<file path="src/rtl/grid_board_ctrl.sv">
// Cat Trap 8x8 board state: debounced cursor/placement and LFSR block seeding.
// Optional CURSOR_WRAP_EN: cursor wraps at edges (default build saturates).
module grid_board_ctrl #(
  parameter int          DEBOUNCE_CYCLES = 1_000_000,
  parameter int          INIT_BLOCKS     = 10,
  parameter logic [15:0] LFSR_SEED       = 16'hACE1
) (
  input  logic        clk,
  input  logic        reset,
  input  logic        BtnU,
  input  logic        BtnD,
  input  logic        BtnL,
  input  logic        BtnR,
  input  logic        BtnC,
  input  logic        start_seed,
  input  logic        enable,
  input  logic [5:0]  cat_idx,
  output logic [63:0] blocked,
  output logic [2:0]  cursor_row,
  output logic [2:0]  cursor_col,
  output logic        busy,
  output logic        place_pulse,
  output logic [5:0]  place_idx,
  output logic        reject_pulse
);

  localparam int CW = (DEBOUNCE_CYCLES > 1) ? $clog2(DEBOUNCE_CYCLES) : 1;
  localparam logic [CW-1:0] CNT_LAST = CW'(DEBOUNCE_CYCLES - 1);
  localparam logic [5:0] INIT_CNT = 6'(INIT_BLOCKS);

  localparam int BC = 0;
  localparam int BU = 1;
  localparam int BD = 2;
  localparam int BL = 3;
  localparam int BR = 4;

  typedef enum logic [1:0] {
    IDLE  = 2'd0,
    SEED  = 2'd1,
    READY = 2'd2
  } state_t;

  state_t        state;
  logic [5:0]    remaining;
  logic [15:0]   lfsr;
  logic [4:0]    raw;
  logic [4:0]    sync1;
  logic [4:0]    sync2;
  logic [4:0]    stable;
  logic [4:0]    stable_q;
  logic [CW-1:0] cnt [5];
  logic [4:0]    press;
  logic [4:0]    pick;
  logic [5:0]    cand;
  logic [5:0]    idx;
  logic [2:0]    row_up;
  logic [2:0]    row_dn;
  logic [2:0]    col_lf;
  logic [2:0]    col_rt;

  assign raw = {BtnR, BtnL, BtnD, BtnU, BtnC};

  always_ff @(posedge clk) begin
    if (reset) begin
      sync1    <= '0;
      sync2    <= '0;
      stable   <= '0;
      stable_q <= '0;
      for (int i = 0; i < 5; i++) cnt[i] <= '0;
    end else begin
      sync1    <= raw;
      sync2    <= sync1;
      stable_q <= stable;
      for (int i = 0; i < 5; i++) begin
        if (sync2[i] == stable[i]) begin
          cnt[i] <= '0;
        end else if (cnt[i] == CNT_LAST) begin
          stable[i] <= sync2[i];
          cnt[i]    <= '0;
        end else begin
          cnt[i] <= cnt[i] + CW'(1);
        end
      end
    end
  end

  // Rising edges only; lowest set bit wins, so C beats U beats D ...
  assign press = stable & ~stable_q;
  assign pick  = press & (~press + 5'd1);

  always_ff @(posedge clk) begin
    if (reset) lfsr <= LFSR_SEED;
    else lfsr <= {lfsr[14:0], lfsr[15] ^ lfsr[13] ^ lfsr[12] ^ lfsr[10]};
  end

  assign cand = lfsr[5:0];
  assign idx  = {cursor_row, cursor_col};

`ifdef CURSOR_WRAP_EN
  assign row_up = cursor_row - 3'd1;
  assign row_dn = cursor_row + 3'd1;
  assign col_lf = cursor_col - 3'd1;
  assign col_rt = cursor_col + 3'd1;
`else
  assign row_up = (cursor_row == 3'd0) ? cursor_row : cursor_row - 3'd1;
  assign row_dn = (cursor_row == 3'd7) ? cursor_row : cursor_row + 3'd1;
  assign col_lf = (cursor_col == 3'd0) ? cursor_col : cursor_col - 3'd1;
  assign col_rt = (cursor_col == 3'd7) ? cursor_col : cursor_col + 3'd1;
`endif

  always_ff @(posedge clk) begin
    if (reset) begin
      state        <= IDLE;
      remaining    <= '0;
      blocked      <= '0;
      cursor_row   <= 3'd3;
      cursor_col   <= 3'd3;
      busy         <= 1'b0;
      place_pulse  <= 1'b0;
      reject_pulse <= 1'b0;
      place_idx    <= '0;
    end else begin
      place_pulse  <= 1'b0;
      reject_pulse <= 1'b0;
      if (start_seed) begin
        blocked    <= '0;
        cursor_row <= 3'd3;
        cursor_col <= 3'd3;
        remaining  <= INIT_CNT;
        if (INIT_CNT == 6'd0) begin
          state <= READY;
          busy  <= 1'b0;
        end else begin
          state <= SEED;
          busy  <= 1'b1;
        end
      end else begin
        unique case (state)
          IDLE: ;
          SEED: begin
            if (!blocked[cand] && cand != cat_idx) begin
              blocked[cand] <= 1'b1;
              remaining     <= remaining - 6'd1;
              if (remaining == 6'd1) begin
                state <= READY;
                busy  <= 1'b0;
              end
            end
          end
          READY: begin
            if (enable) begin
              unique case (1'b1)
                pick[BC]: begin
                  if (!blocked[idx] && idx != cat_idx) begin
                    blocked[idx] <= 1'b1;
                    place_pulse  <= 1'b1;
                    place_idx    <= idx;
                  end else begin
                    reject_pulse <= 1'b1;
                  end
                end
                pick[BU]: cursor_row <= row_up;
                pick[BD]: cursor_row <= row_dn;
                pick[BL]: cursor_col <= col_lf;
                pick[BR]: cursor_col <= col_rt;
                default: ;
              endcase
            end
          end
          default: begin
            state <= IDLE;
            busy  <= 1'b0;
          end
        endcase
      end
    end
  end

endmodule

</file>
<file path="config.mk">
export PLATFORM = sky130hd
export DESIGN_NAME = grid_board_ctrl
export DESIGN_NICKNAME = d
export VERILOG_FILES = /design/src/rtl/grid_board_ctrl.sv
export SDC_FILE = /design/constraint.sdc
export NUM_CORES = 1
export LEC_CHECK = 0
export BUFFER_PORTS_ARGS = -buffer_cell sky130_fd_sc_hd__buf_4
export CELL_PAD_IN_SITES_DETAIL_PLACEMENT = 0
export CELL_PAD_IN_SITES_GLOBAL_PLACEMENT = 1
export CORE_ASPECT_RATIO = 1.5
export CORE_MARGIN = 1
export CORE_UTILIZATION = 40
export DETAILED_ROUTE_END_ITERATION = 7
export PLACE_DENSITY_LB_ADDON = 0.08
export SLEW_MARGIN = 10
export SYNTH_ARGS = -nofsm -noshare
export SYNTH_HDL_FRONTEND = slang
export SYNTH_SLANG_ARGS = --single-unit
</file>
<file path="constraint.sdc">
create_clock -name clk -period 3.3 [get_ports clk]
set_input_delay 0.165 -clock clk [delete_from_list [all_inputs] [get_ports clk]]
set_output_delay 0.165 -clock clk [all_outputs]
set_load 0.05 [all_outputs]
</file>
Yosys cells after proc, flatten, opt, wreduce, memory -nomap -nowiden
Memory sizes are Yosys's and may differ from the RTL's.
Cells that the tools add are included.
- latch bits: 0
- bits in writable memories: 100
- logic and storage cells: 233
- ROM bits: 0
- input port bits: 15
- bits in registers: 123
- memories: 1
- mux-type cells: 104
- multipliers: 0
- magnitude comparators: 4
- bitwise gates (word level): 34
- reductions and logical operators: 30
- add/subtract/negate cells: 11
- shifts and indexed selects: 0
- equal/unequal tests: 29
- divide/modulo/power cells: 0
- memory list (memory ; depth ; bits a word ; read ports ; clocked after Yosys merged registers in ; write ports ; RTL line ; text):
    cnt ; 5 ; 20 ; 5 ; 0 ; 5 ; 51 ; logic [CW-1:0] cnt [5];
- operator list (operator ; count):
    $mux 20 ; 15
    $mux 64 ; 4
    $or 64x64->64 ; 2
    $pmux 64 s2 ; 1
    $add 20x1->20 const B ; 5
    $eq 20x20->1 const B ; 5
    $mux 1 ; 67
    $reduce_and 5->1 ; 4
    $ne 2x2->1 const B ; 9
    $or 1x1->1 ; 15
    $lt 6x7->1 const B ; 2
    $reduce_and 2->1 ; 7
    $bmux 1 s6 ; 2
    $demux 1 s6 ; 2
    $ge 6x1->1 const B ; 2
    $mux 3 ; 4
    $mux 4 ; 3
    $ne 6x6->1 ; 2
    $pmux 3 s2 ; 2
    $and 5x5->5 ; 2
    $not 1->1 ; 10
    $not 5->5 ; 2
    $reduce_bool 2->1 ; 5
    $add 3x1->3 const B ; 2
    21 further kinds ; 38

Longest topological paths before layout
Gate-level depths: netlist of run 1.
- depth in word-level cells: 9
- mapped depth: 11
- mapped depth without buffers: 8

Least setup slack after synthesis of run 1
OpenSTA, ideal clock, no wires.
- path kind: reg-to-reg
- from: register cursor_col[1]
- to: register blocked[36]
- stages on the path, launching flop included: 12
- buffers on the path: 4
- arrival time: 2.651 ns
- period minus slack after synthesis: 2.718 ns
- required time: 3.233 ns
- path slack: 0.582 ns
- setup time: 0.067 ns
- path through: dfxtp_1 -> buf_6 -> buf_6 -> buf_2 -> mux2i_1 -> o22ai_1 -> a211oi_1 -> o21ai_1 -> nor4_4 -> a21oi_4 -> buf_6 -> a21oi_2
- longest elaborated chain between the ends: 9
- elaborated cells on any way between the ends: 17
- classes of those cells: order compare (2); eq/ne (2); mux (8); bitwise (1); reduce/logical (4)
- ends and longest elaborated chain (what ; RTL line ; text):
    start, declared ; 20 ; output logic [2:0] cursor_col,
    start signal, assigned ; 164 ; pick[BL]: cursor_col <= col_lf;
    start signal, assigned ; 165 ; pick[BR]: cursor_col <= col_rt;
    $lt 6x7->1 (implied by the code) / $ge 6x1->1 (equally long branches) ; 155 ; blocked[idx] <= 1'b1;
    $logic_and 1x1->1 (implied by the code) ; 155 ;
    $mux 1 (implied by the code) ; 155 ;
    $demux 1 s6 ; 155 ;
    $or 64x64->64 (no line) ; - ;
    $mux 64 ; 154 ; if (!blocked[idx] && idx != cat_idx) begin
    $mux 64 ; 152 ; unique case (1'b1)
    $mux 64 ; 151 ; if (enable) begin
    $pmux 64 s2 ; 138 ; unique case (state)
    end signal, assigned ; 126 ; blocked <= '0;
    end signal, assigned by index ; 142 ; blocked[cand] <= 1'b1;
    end signal, assigned by index ; 155 ;
    end, declared ; 18 ; output logic [63:0] blocked,
Several ways; a longest one is shown, not always the timed one. The select of a mux whose other input is x is not followed.
A chain may end at the register's enable or synchronous reset.

Worst setup path after layout of run 1
- from: register lfsr[1]
- to: register blocked[56]
- longest elaborated chain between the ends: 7
- elaborated cells on any way between the ends: 15
- classes of those cells: order compare (2); eq/ne (2); mux (6); bitwise (1); reduce/logical (4)
- ends and longest elaborated chain (what ; RTL line ; text):
    start, declared ; 45 ; logic [15:0] lfsr;
    start signal, assigned ; 93 ; else lfsr <= {lfsr[14:0], lfsr[15] ^ lfsr[13] ^ lfsr[12] ^ lfsr[10]};
    $lt 6x7->1 (implied by the code) / $ge 6x1->1 (equally long branches) ; 142 ;
    $logic_and 1x1->1 (implied by the code) ; 142 ;
    $mux 1 (implied by the code) ; 142 ;
    $demux 1 s6 ; 142 ;
    $or 64x64->64 (no line) ; - ;
    $mux 64 ; 141 ; if (!blocked[cand] && cand != cat_idx) begin
    $pmux 64 s2 ; 138 ;
Several ways; a longest one is shown, not always the timed one. The select of a mux whose other input is x is not followed.

==> results of run 1 <==
[routing by layer]
layer | wire [µm] | up-vias | share of wire [%]
li1 | - | 4782 | -
met1 | 14000 | 4592 | 42
met2 | 16600 | 260 | 50
met3 | 1550 | 66 | 4.6
met4 | 1240 | 0 | 3.7
met5 | 0 | - | 0
[worst register-to-register path, delay by kind of cell (launching register included)]
family	cells	cell delay (ns)
multiplexers	1	0.31
buffers and inverters	2	0.54
flip-flops	1	0.67
AO/OA/AOI/OAI	5	0.85
AND/OR/NAND/NOR	1	0.52
[power breakdown]
part | leakage, µW | switching [µW] | internal [µW]
sequential | 0.00202 | 89.3 | 2950
combinational | 0.00261 | 287 | 159
clock | 0.000356 | 1130 | 1470
[final timing paths]
check / startpoint / cells past startpoint / slack, ns / end
hold / removal: enable / 3 / 0.10 / reject_pulse
hold reg to reg: lfsr[14] / 1 / 0.41 / lfsr[15]
setup reg to reg: lfsr[1] / 9 / 0.36 / blocked[56]
setup / recovery: lfsr[1] / 9 / 0.36 / blocked[56]
[stage by stage]
step	util (%)	power, µW	hold slack (ns)	setup slack (ns)
5_1_grt	48.2	6340	0.0815	0.110
2_1_floorplan	-	3410	0.293	0.582
3_3_place_gp	45.5	3530	0.387	0.409
3_5_place_dp	45.5	3530	0.386	0.405
6_report	48.2	6090	0.104	0.356
4_1_cts	48.2	6190	0.0747	0.377
[kinds of logic (layout without fill, tap and decap cells)]
| logic type | after synthesis | after routing |
|---|---|---|
| flip-flops | 222 | 222 |
| other | 1 | 100 |
| adder cells (fa/ha/maj) | 9 | 9 |
| multiplexers | 50 | 50 |
| AND/OR/NAND/NOR | 437 | 437 |
| AO/OA/AOI/OAI | 291 | 291 |
| XOR/XNOR | 105 | 105 |
| buffers and inverters | 145 | 245 |
[cell usage in the layout (no fill, tap or decap), types with 30 or more instances in the layout]
cell type and count:
xnor2_1 45, edfxtp_1 100, conb_1 100, nor2_1 131, mux2i_1 37, a21oi_2 60
dfxtp_1 122, buf_4 109, nand3_1 70, and3_1 32, xor2_1 60, nand2_1 58
o21ai_0 81, inv_1 81, nor2b_1 34, o22ai_1 73, a21oi_1 30
[flip-flops by register name (all words and copies together) (netlist names)]
register / cells
cnt: 100
blocked: 64
lfsr: 16
place_idx: 6
remaining: 6
stable: 5
stable_q: 5
sync1: 5
sync2: 5
cursor_col: 3
cursor_row: 3
busy: 1
place_pulse: 1
reject_pulse: 1
state: 1
[final cells by class]
class	instances	area share (%)
clock buffer	35	4.66
clock inverter	9	0.581
inverter	81	2.14
multi-input combinational	992	44.0
sequential	222	38.3
tap	395	3.48
timing repair buffer	120	6.88
[repair_timing]
| item | in CTS | in global routing |
|---|---|---|
| gates resized for setup | 0 | 0 |
| hold buffers | 6 | 0 |
| endpoints found under the hold margin | 10 | 0 |
==> flow_metrics.py, run 1 <==
metrics = {
    "placed_design": {
        "hpwl_mm": 23.6,
        "place_area_um2": 13400,
        "post-place-cells": 1804,
        "place.gp.congestion": 0.889,
        "portBuffers": 93,
    },
    "detailed_routing": {
        "vias_per_cell": 5.23,
        "first_iter_violations": 605,
        "drcViolationCount": 0,
        "dr.pass1.iters": 5,
        "routedWlPerCell_um": 18.0,
        "wirelength_mm": 33.4,
        "vias": 9700,
        "postRouteAntennaNets": 0,
    },
    "final_layout": {
        "seqCellArea_um2": 5450,
        "final_nets": 1465,
        "fin_cells": 1854,
        "syn2layout_area_growth_pct": 18.6,
        "layout-drive-gt1-share_pct": 16.6,
        "fin_area_um2": 14200,
        "multi_input_comb_area_um2": 6250,
        "fillCellCount": 2927,
        "num_antenna_cells": 0,
    },
    "synthesis": {
        "synth_common_cells": "nor2_1, dfxtp_1, edfxtp_1",
        "synth_simple_gate_area_share_pct": 18.8,
        "synth-edff-count": 100,
        "syn_inst": 1260,
        "synth.distinct_cells": 64,
        "synthMuxAreaShare_pct": 5.13,
        "syn-cell-area_um2": 12000,
        "synthArstFlopShare_pct": 0,
        "synth-seq-cells": 222,
        "synth_compound_area_share_pct": 16.2,
        "synth_area_leaders": "edfxtp_1, dfxtp_1, a21oi_2",
        "synth_flop_cell": "dfxtp_1",
        "yosysMostFrequentCell": "nor2_1",
        "avgSynthCellArea_um2": 9.51,
        "synth.top_cell.area_share_pct": 25.1,
        "synth_area_leader_cell": "edfxtp_1",
        "yosysSeqAreaShare_pct": 45.4,
        "synthXorXnorAreaFrac_pct": 7.67,
        "synth_top_family_by_area": "simple AND/OR/NAND/NOR gates",
        "yosys.area_share.adder_pct": 1.06,
        "synth_warnings": 0,
    },
    "clocking": {
        "clock_latency_ns": 0.55,
        "cts_tree": "done",
        "clock_path_buffers": 3,
        "clk_pin_slew_ns": 0.06,
        "cts_sinks": 222,
        "cts_setup_buffers": 0,
        "numCtsBuffers": 24,
        "htree_levels": 1,
        "root_buffer": "clkbuf_16",
    },
    "floorplanning": {
        "pin_count": 94,
        "num_rows": 77,
        "die_w_um": 143,
        "coreArea_um2": 29500,
        "dieArea_um2": 30700,
        "die_h_um": 214,
        "start_util_pct": 40.7,
    },
    "sta": {
        "fin_setup_tns_ns": 0,
        "maxSlewHeadroom_pct": 50.5,
        "fin_skew_ns": 0.0252,
        "hold_viol": 0,
        "rsz0062_at_grt": "false",
        "drv_slew": 0,
        "finalSetupViolCount": 0,
        "min_period_ns": 2.94,
        "worstMarginPinSlew_ns": 0.740,
        "fmax_mhz": 340,
        "min_period_over_period_pct": 89.2,
    },
    "global_route": {
        "grt_max_degree": 55,
        "gr-usage-met2_pct": 38.3,
        "met3_usage_pct": 3.02,
        "grt_pass1_wl_mm": 52.5,
        "grt-ovfl-total": 0,
        "grtUsageTotal_pct": 22.1,
        "antenna_found_initial": 0,
        "top_usage_layer": "met2",
        "use_met1_pct": 27.1,
        "grt_pass1_vias": 9421,
    },
    "setup_path": {
        "slowest_stage": "dfxtp_1",
        "worstSetupPathType": "flop to flop",
        "crit_family": "compound AO/OA/AOI/OAI gates",
        "cp_cell_sequence": "buf_4 > mux2i_1 > o22ai_1 > o21ai_0 > a21oi_1 > and4bb_1 > a21oi_4 > buf_12 > a21oi_2",
        "end_kind": "flop",
        "crit_arrival_ns": 3.41,
        "path_max_fanout": 34,
        "required_ns": 3.76,
        "start_kind": "flop",
        "critical_path.max_stage_delay_ns": 0.67,
        "path_buf_inv": 2,
    },
    "power_and_ir_drop": {
        "irDropWorstVdd_v": 0.000345,
        "cellPowerDensity_nw_per_um2": 429,
        "static-leakage-power_uw": 0.00498,
    },
    "min_path": {
        "hp-class": "input pin to flop",
    },
    "run_status": {
        "status": "finished clean",
    },
    "flow_run": {
        "max_cap_viol_count": 0,
    },
}
Note: power is estimated with default switching activity, not from simulation.
==> run 2: changes to the inputs <==
--- a/config.mk
+++ b/config.mk
@@ -12,7 +12,9 @@
 export CORE_MARGIN = 1
 export CORE_UTILIZATION = 40
 export DETAILED_ROUTE_END_ITERATION = 7
+export MAX_ROUTING_LAYER = met4
 export PLACE_DENSITY_LB_ADDON = 0.08
+export SETUP_SLACK_MARGIN = 0.4
 export SLEW_MARGIN = 10
 export SYNTH_ARGS = -nofsm -noshare
 export SYNTH_HDL_FRONTEND = slang
==> run 2 against run 1 <==
Core utilization about the same. Critical endpoint is now place_idx[2]. Sequential share of layout area about the same. Clock power about the same. Highest routed layer unchanged. Clock-buffer cell count unchanged. Worst hold slack got worse by 0.0026 ns. Via count increased by 0.19%. Sequential power about the same.
==> flow_metrics.py, run 2 (synthesis gave the netlist of run 1 again) <==
metrics = {
    "detailed_routing": {
        "routedWlPerCell_um": 18.0,
        "vias": 9718,
        "dr.pass1.iters": 5,
        "postRouteAntennaNets": 0,
        "drcViolationCount": 0,
        "top_layer_used": "met4",
        "vias_per_cell": 5.24,
        "wl_met2_mm": 16.6,
        "wirelength_mm": 33.4,
        "route.layer.met1.wl_mm": 14.2,
        "wl_met3_mm": 1.50,
        "first_iter_violations": 577,
    },
    "global_route": {
        "grt_max_degree": 55,
        "grt_pass1_vias": 9423,
        "grt_pass1_wl_mm": 52.6,
        "grt-ovfl-total": 0,
        "grtUsageTotal_pct": 22.7,
        "antenna_found_initial": 0,
    },
    "placed_design": {
        "pre_cts_slack_ns": 0.405,
        "place.gp.congestion": 0.904,
        "portBuffers": 93,
        "hpwl_mm": 23.6,
        "place_area_um2": 13400,
        "post-place-cells": 1804,
    },
    "floorplanning": {
        "start_util_pct": 40.7,
        "die_h_um": 214,
        "coreArea_um2": 29500,
        "num_rows": 77,
        "pin_count": 94,
        "dieArea_um2": 30700,
        "die_w_um": 143,
    },
    "setup_path": {
        "setup.worst_path.start": "cursor_col[1]",
        "path_max_fanout": 34,
        "r2r_end": "place_idx[2]",
        "required_ns": 3.69,
        "crit_end": "place_idx[2]",
        "cp_cell_sequence": "buf_12 > mux4_1 > nor2b_1 > o21ai_0 > nand4_1 > nor4_4 > buf_4 > a21bo_2 > a21oi_1",
        "slowest_stage": "mux4_1",
        "ff2ff_path_depth": 9,
        "critical_path.max_stage_delay_ns": 0.61,
        "start_kind": "flop",
        "worstSetupPathType": "flop to flop",
        "r2r_setup_slack_ns": 0.45,
        "reg2reg_from": "cursor_col[1]",
        "crit_arrival_ns": 3.24,
        "end_kind": "flop",
    },
    "final_layout": {
        "fin_cells": 1854,
        "fin_util_pct": 48.2,
        "layout_commonest_cell": "nor2_1",
        "layout_common_cells": "nor2_1, dfxtp_1, buf_4",
        "syn2layout_area_growth_pct": 18.6,
        "top_regs": "cnt: 100 flops, blocked: 64 flops, lfsr: 16 flops",
        "layout-drive-gt1-share_pct": 16.8,
        "num_antenna_cells": 0,
        "final_nets": 1465,
        "fillCellCount": 2927,
        "largest_register": "cnt",
        "largest_reg_flops": 100,
        "fin_area_um2": 14200,
    },
    "power_and_ir_drop": {
        "power_frac_clock_pct": 42.8,
        "cellPowerDensity_nw_per_um2": 429,
        "static-leakage-power_uw": 0.00498,
        "power_switching_uw": 1510,
        "comb_power_share_pct": 7.3,
        "p_int_uw": 4590,
        "sw_frac_of_total_pct": 24.8,
        "irDropWorstVdd_v": 0.000344,
        "seqPwrFrac_pct": 49.9,
    },
    "clocking": {
        "clock_latency_ns": 0.55,
        "cts_setup_buffers": 0,
        "htree_levels": 1,
        "numCtsBuffers": 24,
        "cts_sinks": 222,
        "clk_pin_slew_ns": 0.07,
        "cts_tree": "done",
        "clock_path_buffers": 3,
        "root_buffer": "clkbuf_16",
    },
    "sta": {
        "min_period_over_period_pct": 86.4,
        "hold_viol": 0,
        "min_period_ns": 2.85,
        "fin_ws_ns": 0.448,
        "fin_skew_ns": 0.0257,
        "finalSetupViolCount": 0,
        "maxSlewHeadroom_pct": 51.1,
        "worstMarginPinSlew_ns": 0.733,
        "drv_slew": 0,
        "fin_setup_tns_ns": 0,
        "rsz0062_at_grt": "false",
        "fmax_mhz": 351,
    },
    "min_path": {
        "hp-class": "input pin to flop",
    },
    "run_status": {
        "status": "finished clean",
    },
    "flow_run": {
        "max_cap_viol_count": 0,
    },
}
[run 2: cell counts in the layout (fill, tap and decap cells not counted)]
Identical to the previous run, type by type.
[run 2: area by class of cell]
type                    instances  area [µm²]  share of cell area (%)
flip-flops and latches        222        5450                    38.3
clock inverters                 9        82.6                   0.581
repair buffers                120         978                    6.88
multi-input cells             992        6250                    43.9
clock buffers                  35         662                    4.66
inverters                      81         304                    2.14
well taps                     395         494                    3.48
[run 2: power by group through the flow]
| stage | sequential [µW] | combinational [µW] | clock, µW |
|---|---|---|---|
| after floorplan | 3070 | 343 | 0 |
| after global placement | 3100 | 435 | 0 |
| after detailed placement | 3100 | 432 | 0 |
| after CTS | 3040 | 441 | 2710 |
| after global routing | 3050 | 486 | 2810 |
| final | 3040 | 446 | 2610 |
[run 2: worst min path at each step]
stage | from | to | slack (ns) | depth (start not counted)
6_report | enable | reject_pulse | 0.10 | 3
5_1_grt | enable | reject_pulse | 0.08 | 3
4_1_cts | enable | reject_pulse | 0.07 | 3
3_5_place_dp | BtnL | sync1[3] | 0.39 | 2
3_3_place_gp | BtnD | sync1[2] | 0.39 | 2
2_1_floorplan | BtnC | sync1[0] | 0.29 | 1
[run 2: critical path, delay by kind of cell, from the launching register on]
kind / cells / cell delay (ns)
AND/OR/NAND/NOR: 3 / 0.66
multiplexers: 1 / 0.61
AO/OA/AOI/OAI: 3 / 0.54
buffers and inverters: 2 / 0.50
flip-flops: 1 / 0.37
[run 2: repair_timing]
item / in CTS / in global routing
hold buffers: 6 / 0
setup endpoints to repair: 28 / 64
resized for setup: 1 / 2
hold endpoints to repair: 10 / 0
[run 2: routing by layer]
layer  up-vias  track usage [%]
met1      4623             27.4
met4         0             9.04
met2       251             38.2
li1       4771                -
met3        73             2.89
met5         -                -
[run 2: stage by stage]
step	hold slack (ns)	power, µW
finish	0.101	6100
global route	0.0814	6350
CTS	0.0747	6190
detailed placement	0.386	3530
global placement	0.387	3530
floorplan	0.293	3410
